$ cat src/rtl/nice_broadcast_arbiter.sv
// Round-robin arbiter that accepts one item from NUM_SRC publishers and broadcasts it
// to every subscribed destination, retiring it only once all subscribers have taken it.
module nice_broadcast_arbiter #(
    parameter  int NUM_SRC   = 4,
    parameter  int NUM_DST   = 4,
    parameter  int DATA_W    = 32,
    parameter  int CNT_W     = 16,
    localparam int SRC_IDX_W = $clog2(NUM_SRC)
) (
    input  logic                      clk,
    input  logic                      rst_n,
    input  logic [NUM_SRC-1:0]        src_valid,
    input  logic [NUM_SRC*DATA_W-1:0] src_data,
    output logic [NUM_SRC-1:0]        src_ready,
    input  logic [NUM_DST-1:0]        dst_mask,
    output logic [NUM_DST-1:0]        dst_valid,
    output logic [DATA_W-1:0]         dst_data,
    input  logic [NUM_DST-1:0]        dst_ready,
    output logic                      busy,
    output logic [SRC_IDX_W-1:0]      grant_id,
    output logic [CNT_W-1:0]          drop_count
);

    typedef enum logic {
        S_IDLE,
        S_BCAST
    } state_t;

    state_t                 r_state;
    state_t                 w_next_state;

    logic [SRC_IDX_W-1:0]   r_last;
    logic [SRC_IDX_W-1:0]   r_grant;
    logic [DATA_W-1:0]      r_data;
    logic [NUM_DST-1:0]     r_mask;
    logic [NUM_DST-1:0]     r_done;
    logic [CNT_W-1:0]       r_drop;

    logic                   w_found;
    logic [SRC_IDX_W-1:0]   w_sel;
    logic                   w_accept;
    logic [NUM_DST-1:0]     w_hs;
    logic                   w_covered;

    function automatic logic [SRC_IDX_W-1:0] rrIndex(input logic [SRC_IDX_W-1:0] base,
                                                     input int offset);
        int sum;
        sum = (int'(base) + offset) % NUM_SRC;
        return SRC_IDX_W'(sum);
    endfunction

    // Walk from the farthest candidate to the nearest so the nearest valid one after r_last wins.
    always_comb begin
        w_found = 1'b0;
        w_sel   = '0;
        for (int k = NUM_SRC; k >= 1; k--) begin
            if (src_valid[rrIndex(r_last, k)]) begin
                w_found = 1'b1;
                w_sel   = rrIndex(r_last, k);
            end
        end
    end

    assign w_accept  = rst_n && (r_state == S_IDLE) && w_found;
    assign w_hs      = dst_valid & dst_ready;
    assign w_covered = (((r_done | w_hs) & r_mask) == r_mask);

    always_ff @(posedge clk or negedge rst_n) begin
        if (!rst_n) begin
            r_state <= S_IDLE;
        end else begin
            r_state <= w_next_state;
        end
    end

    always_comb begin
        w_next_state = r_state;
        case (r_state)
            S_IDLE: begin
                if (w_accept && (dst_mask != '0)) begin
                    w_next_state = S_BCAST;
                end
            end
            S_BCAST: begin
                if (w_covered) begin
                    w_next_state = S_IDLE;
                end
            end
            default: w_next_state = S_IDLE;
        endcase
    end

    always_comb begin
        src_ready = '0;
        dst_valid = '0;
        busy      = 1'b0;
        case (r_state)
            S_IDLE: begin
                if (w_accept) begin
                    src_ready[w_sel] = 1'b1;
                end
            end
            S_BCAST: begin
                busy      = 1'b1;
                dst_valid = r_mask & ~r_done;
            end
            default: begin
                busy = 1'b0;
            end
        endcase
    end

    // An accept with an empty mask still latches the payload but only bumps the drop counter.
    always_ff @(posedge clk or negedge rst_n) begin
        if (!rst_n) begin
            r_last  <= SRC_IDX_W'(NUM_SRC - 1);
            r_grant <= '0;
            r_data  <= '0;
            r_mask  <= '0;
            r_done  <= '0;
            r_drop  <= '0;
        end else if (w_accept) begin
            r_data  <= src_data[w_sel*DATA_W +: DATA_W];
            r_grant <= w_sel;
            r_last  <= w_sel;
            r_mask  <= dst_mask;
            r_done  <= '0;
            if ((dst_mask == '0) && (r_drop != '1)) begin
                r_drop <= r_drop + 1'b1;
            end
        end else if (r_state == S_BCAST) begin
            r_done <= r_done | w_hs;
        end
    end

    assign dst_data   = r_data;
    assign grant_id   = r_grant;
    assign drop_count = r_drop;

endmodule

$ cat config.mk
export PLATFORM = sky130hd
export DESIGN_NAME = nice_broadcast_arbiter
export DESIGN_NICKNAME = d
export VERILOG_FILES = /design/src/rtl/nice_broadcast_arbiter.sv
export SDC_FILE = /design/constraint.sdc
export NUM_CORES = 1
export LEC_CHECK = 0
export BUFFER_PORTS_ARGS = -buffer_cell sky130_fd_sc_hd__buf_2
export CAP_MARGIN = 20
export CELL_PAD_IN_SITES_DETAIL_PLACEMENT = 0
export CELL_PAD_IN_SITES_GLOBAL_PLACEMENT = 1
export CORE_ASPECT_RATIO = 1.2
export CORE_UTILIZATION = 35
export CTS_BUF_LIST = sky130_fd_sc_hd__clkbuf_4
export DETAILED_ROUTE_END_ITERATION = 7
export GPL_ROUTABILITY_DRIVEN = 0
export GPL_TIMING_DRIVEN = 0
export PLACE_DENSITY = 0.92
export REMOVE_ABC_BUFFERS = 1
export SLEW_MARGIN = 5
export SYNTH_ARGS = -nofsm -noshare
export SYNTH_HDL_FRONTEND = slang
export SYNTH_SLANG_ARGS = --single-unit
$ cat constraint.sdc
create_clock -name clk -period 5.1 [get_ports clk]
set_clock_uncertainty 0.05 [all_clocks]
set_input_delay 1.02 -clock clk [delete_from_list [all_inputs] [get_ports clk]]
set_output_delay 1.02 -clock clk [all_outputs]
set_load 0.05 [all_outputs]
Word level (Yosys, flattened, before mapping)
Cells that the tools add are included.
{"block": "word_totals", "register_bits": 61, "inputBits": 142, "output_inout_bits": 59}
{"block": "classes", "n_addsub": 5, "order_cmp": 6, "eq_ne": 2, "shifts": 1, "mux": 27, "bitwise": 6, "reduce_logical": 9}
{"op": "$shiftx A128 B8 Y32", "count": 1}
{"op": "$mux W4", "count": 5}
{"op": "$add A16 B1 Y16 const B", "count": 1}
{"op": "$ne A16 B16 Y1 const B", "count": 1}
{"op": "$lt A2 B3 Y1 const B", "count": 5}
{"op": "$and A4 B4 Y4", "count": 3}
{"op": "$mux W1", "count": 12}
{"op": "$bmux W1 S2", "count": 4}
{"op": "$mux W2", "count": 4}
{"op": "$logic_and A1 B1 Y1", "count": 5}
{"op": "$add A2 B1 Y2 const B", "count": 2}
{"op": "$add A2 B2 Y2 const B", "count": 2}
{"op": "$eq A4 B4 Y1", "count": 1}
{"op": "$logic_not A4 Y1", "count": 1}
{"op": "$not A4 Y4", "count": 1}
{"op": "$or A4 B4 Y4", "count": 1}
{"op": "$reduce_bool A4 Y1", "count": 1}
{"op": "$demux W1 S2", "count": 1}
{"op": "$ge A2 B1 Y1 const B", "count": 1}
{"op": "$pmux W1 S2", "count": 1}
{"op": "$reduce_and A2 Y1", "count": 1}
{"op": "$reduce_bool A2 Y1", "count": 1}
{"op": "$not A1 Y1", "count": 1}

Longest topological paths before layout
{"block": "depth", "ltp_word": 13, "ltp_mapped": 7}

Worst setup path after synthesis
Ideal clock, no wire load.
{"block": "synth_path", "path_kind": "input to output", "start": "in src_valid[0]", "end": "out src_ready[0]", "arrival_time_ps": 2421, "slack_ps": 1609, "stages": 6, "n_path_buf": 1, "cell_sequence": "a21oi_1 a31o_2 o22ai_1 nand2_1 clkbuf_1 nor2_1"}
{"block": "synth_between", "elab_chain_len": 12, "word_cells_on_any_way": 24}
{"element": "start: declaration", "line_no": "12", "text": "input logic [NUM_SRC-1:0] src_valid,"}
{"element": "$bmux W1 S2", "line_no": "57", "text": "if (src_valid[rrIndex(r_last, k)]) begin"}
{"element": "$mux W1 (implied by the code)", "line_no": "57"}
{"element": "$mux W2 (4 in a row)", "line_no": "57"}
{"element": "$lt A2 B3 Y1 (implied by the code) / $ge A2 B1 Y1 (equally long branches)", "line_no": "100", "text": "src_ready[w_sel] = 1'b1;"}
{"element": "$logic_and A1 B1 Y1 (implied by the code)", "line_no": "100"}
{"element": "$mux W1 (implied by the code)", "line_no": "100"}
{"element": "$demux W1 S2", "line_no": "100"}
{"element": "$mux W4 *", "line_no": "99", "text": "if (w_accept) begin"}
{"element": "$mux W4 *", "line_no": "97", "text": "case (r_state)"}
{"element": "end: declaration", "line_no": "14", "text": "output logic [NUM_SRC-1:0] src_ready,"}
Mark *: on every way between the ends. The rest lies on a longest branch, timed or not. The select of a mux whose other input is x is not followed.

Final worst setup path
{"block": "layout_path", "start": "in rst_n", "end": "out src_ready[0]"}
{"block": "layout_between", "elab_chain_len": 4}
{"element": "start: declaration", "line_no": "11", "text": "input logic rst_n,"}
{"element": "$logic_and A1 B1 Y1 (2 in a row)", "line_no": "64", "text": "assign w_accept = rst_n && (r_state == S_IDLE) && w_found;"}
{"element": "$mux W4", "line_no": "99"}
{"element": "$mux W4", "line_no": "97"}
Every way passes these cells.

==> tab_implementation.tex <==
\begin{tabular}{lr}
\hline
Metric & Value \\
\hline
\multicolumn{2}{l}{\textbf{Routing}} \\
\quad DR iter-0 viols & 125 \\
\quad Wirelength, routed & 9240 µm \\
\quad Detailed-routing iteration count for the pre-antenna-repair pass & 4 \\
\quad ANT nets after route & 0 \\
\quad DRC & 0 \\
\quad Average wire per standard cell & approximately 14 µm \\
\quad Vias per Instance & 5.04 \\
\quad Vias after detailed routing & 3261 \\
\multicolumn{2}{l}{\textbf{GRT}} \\
\quad Global-route congestion overflow total & 0 \\
\quad Via count of the first global-routing pass & 3189 \\
\quad GR Layer Usage met3 & 4.15\% \\
\quad Total global-route track usage & 18.6\% \\
\quad Met2 Usage GRT & 32.7\% \\
\quad Peak-usage layer in the global routing report & met2 \\
\quad Pin count of the biggest net entering global routing & 63 \\
\quad First-pass GRT wire length & 14600 µm \\
\quad Grt met1 use & a little over a fifth \\
\quad Initial antenna violation count & 0 \\
\multicolumn{2}{l}{\textbf{Pwr}} \\
\quad Total power density per cell area & 554 nW/µm² \\
\quad Logic pwr share & roughly 57\% \\
\quad P\_int & 1.28 mW \\
\quad Switch share & 50.6\% \\
\quad Net Switching & 1.31 mW \\
\quad Fraction of power consumed by the clock network & a little over an eighth \\
\quad Relative contribution of sequential cells to total power & 29.8\% \\
\quad Leak & 2.56 nW \\
\quad Maximum resistive drop on vdd & 0.344 mV \\
\quad PnR Total Power & 2.60 mW \\
\multicolumn{2}{l}{\textbf{Logic synthesis}} \\
\quad Largest area contributor in the synthesized netlist & dfrtp\_1 \\
\quad Sequential fraction of the synthesis area & 45.5\% \\
\quad Number of warning messages in the yosys log & 0 \\
\quad Main synth FF type & dfrtp\_1 \\
\quad Most instantiated library cell after synthesis & mux2i\_1 \\
\quad Share of synthesized cell area in full adder, half adder and majority cells & 0.373\% \\
\quad Ranking of synthesized cells by instance count & mux2i\_1 (66), dfrtp\_1 (59), nand2\_1 (57), o221ai\_1 (32), nor2\_1 (18) \\
\quad EDFF count, synth & 0 \\
\quad Share of the synthesized area in the top cell type & $\sim$44\% \\
\quad Share of the synthesized netlist area taken by xor and xnor gates & 3.65\% \\
\quad Unique masters post-synth & 40 \\
\quad Proportion of register bits with asynchronous set or reset after synthesis & 100\% \\
\quad Fraction of the mapped netlist area in compound gates & 12.1\% \\
\quad Register bit total from synthesis & just over 60 \\
\quad Dominant combinational cell family by area after synthesis & multiplexers \\
\quad Simple-gate portion of the synthesized area & 14.8\% \\
\quad Cell count after synthesis & between 300 and 400 \\
\quad Cell Area, Synth & 3360 µm² \\
\quad Mapped Avg Cell Area & 10.3 µm² \\
\quad Synth area leaders & dfrtp\_1 (44\%), mux2i\_1 (20\%), o221ai\_1 (8.3\%) \\
\quad Post-synthesis mux area share & 20.0\% \\
\multicolumn{2}{l}{\textbf{Floorplanning}} \\
\quad Overall die width & between 90 and 100 µm \\
\quad Number of rows created at floorplan & 38 \\
\quad Die height & 109 µm \\
\quad Io pins & about 200 \\
\quad Area of the core & 9180 µm² \\
\quad Die area & 9990 µm² \\
\quad Initial Utilization & 36.6\% \\
\multicolumn{2}{l}{\textbf{Critical path}} \\
\quad Crit-path cells & buf\_4 > nand2b\_1 > nor2\_2 > nand2\_1 > nor2\_1 > buf\_2 \\
\quad Worst reg2reg setup slack & 2760 ps \\
\quad Endpoint of the worst-slack reg-to-reg timing path & dst\_data[10]\$\_DFFE\_PN0P\_ \\
\quad Family with the most delay on the worst path & simple AND/OR/NAND/NOR gates \\
\quad Biggest fanout along the worst timing path & 62 \\
\quad Combined buffer and inverter count along the critical path & 2 \\
\quad Biggest cell delay along the critical path & 580 ps \\
\quad Crit path depth & 6 \\
\quad Origin of the critical flop-to-flop path & r\_state\$\_DFF\_PN0\_ \\
\quad Depth of the most critical reg-to-reg path & 5 \\
\quad Standard cell with the maximum stage delay on the critical path & buf\_4 \\
\quad Element type at the critical path end & output pin \\
\quad Worst Path Arrival & 3350 ps \\
\quad Path type of the worst setup path & in -> out \\
\quad Required time of the worst setup path & 4030 ps \\
\quad Type of element launching the critical path & primary input \\
\multicolumn{2}{l}{\textbf{Min path}} \\
\quad Hold path cells & 2 \\
\quad Min-delay worst type & reg -> reg \\
\quad Capture endpoint of the worst hold path & dst\_data[21]\$\_DFFE\_PN0P\_ \\
\quad Min-Delay Startpoint & dst\_data[21]\$\_DFFE\_PN0P\_ \\
\multicolumn{2}{l}{\textbf{Final layout}} \\
\quad Cell area after layout & 4690 µm² \\
\quad P\&R area growth vs syn & 39.6\% \\
\quad Share of post-route cells with drive strength above 1 & 43.3\% \\
\quad Final core occ & 51.1\% \\
\quad Number of diodes added for antenna fixing & 0 \\
\quad Fillers & 858 \\
\quad Post-Layout Cell Count & 647 \\
\quad Number of nets in the final layout & between 600 and 700 \\
\multicolumn{2}{l}{\textbf{Placed design}} \\
\quad Detailed Place HPWL & 7140 µm \\
\quad Post-place instance area & 4540 µm² \\
\quad Input/output buffers & 200 \\
\quad Cells after DPL & 631 \\
\quad Post-placement worst setup slack & 345 ps \\
\multicolumn{2}{l}{\textbf{STA}} \\
\quad RSZ-0062 raised after global routing & no \\
\quad Count of final hold-check violations & 0 \\
\quad Worst slew margin relative to its limit & 46.8\% \\
\quad Final worst-path setup slack & slightly below 700 ps \\
\quad Maximum clock rate & 0.226 GHz \\
\quad Aggregate negative setup slack & 0 ps \\
\quad Worst Hold Margin & between 400 and 500 ps \\
\quad Final count of pins violating max slew & 0 \\
\quad Worst-margin pin slew & roughly 800 ps \\
\quad Share of the cycle needed by the critical path after routing & 86.7\% \\
\quad Shortest clock period the worst path allows after layout & 4420 ps \\
\quad Setup Viol. Count Final & 0 \\
\multicolumn{2}{l}{\textbf{Flow run}} \\
\quad Max-cap violation count & 0 \\
\multicolumn{2}{l}{\textbf{Clock network}} \\
\quad Clock tree from TritonCTS & yes \\
\quad Post-CTS Hold Buffers & 0 \\
\quad Clock latency reported for the late side of the worst-skew pair & $\sim$400 ps \\
\quad CTS HTree Levels & 3 \\
\quad Longest Clk Path Bufs & 2 \\
\quad Number of buffers inserted during clock tree synthesis & 9 \\
\quad Number of clock sinks seen by CTS & 61 \\
\quad Clock Root Buffer & clkbuf\_4 \\
\quad Clk slew on worst S/H paths & around 100 ps \\
\multicolumn{2}{l}{\textbf{Outcome}} \\
\quad Run status & complete, no violations \\
\hline
\end{tabular}
what timing repair did:
action	CTS	global route
setup buffers	0	0
gates resized for setup	0	1
endpoints found under the setup margin	0	1
registers in the layout, summed over array words and instances, names as in the netlist:
signal and cells:
r_done 4, r_last 2, dst_data 32, r_mask 4, drop_count 16, grant_id 2
r_state 1
cells by family after synthesis:
| kind of cell | Yosys count |
|---|---|
| XOR/XNOR | 14 |
| AO/OA/AOI/OAI | 50 |
| buffers and inverters | 24 |
| multiplexers | 67 |
| AND/OR/NAND/NOR | 108 |
| adder cells (fa/ha/maj) | 1 |
| flip-flops | 61 |
cells in the final DEF (no fill, tap or decap), types with 4 or more instances in the layout:
cell type and count:
xor2_1 9, inv_1 5, nand3_1 5, clkbuf_4 9
nand2_1 57, nand2b_1 4, mux2i_1 66, xnor2_1 5
nor2_1 17, dfrtp_1 59, buf_2 199, o221ai_1 32
a21oi_1 7, nor3_1 7, and3_1 4
worst min-delay path, delay by kind of cell (launching register included):
family,cells,cell delay [ps]
compound gates,1,60
simple gates,1,50
flops,1,350
area by class of cell:
type                       instances  area [µm²]  area share [%]
sequential                        61        1530            32.6
timing repair buffer             205        1130            24.0
multi-input combinational        240        1720            36.7
inverter                           5        18.8           0.400
tap                              120         150            3.20
clock buffer                       9        67.6            1.44
clock inverter                     7        75.1            1.60
power groups by stage:
stage               clock [mW]  combinational (mW)  sequential [mW]
global placement             0                1.46            0.776
CTS                      0.360                1.49            0.773
detailed placement           0                1.49            0.779
floorplan                    0               0.622             1.26
global route             0.381                1.58            0.797
finish                   0.344                1.48            0.774
how the worst max path moves through the flow:
stage	startpoint	endpoint
2_1_floorplan	src_valid[2]	src_ready[0]
3_3_place_gp	src_valid[3]	src_ready[1]
5_1_grt	rst_n	src_ready[0]
3_5_place_dp	rst_n	src_ready[2]
4_1_cts	rst_n	src_ready[0]
6_report	rst_n	src_ready[0]
layer usage:
layer,wire length [µm],vias to the layer above
met5,0,-
met1,3720,1537
met2,4810,129
li1,-,1582
met3,548,13
met4,160,0
Note: power is estimated with default switching activity, not from simulation.
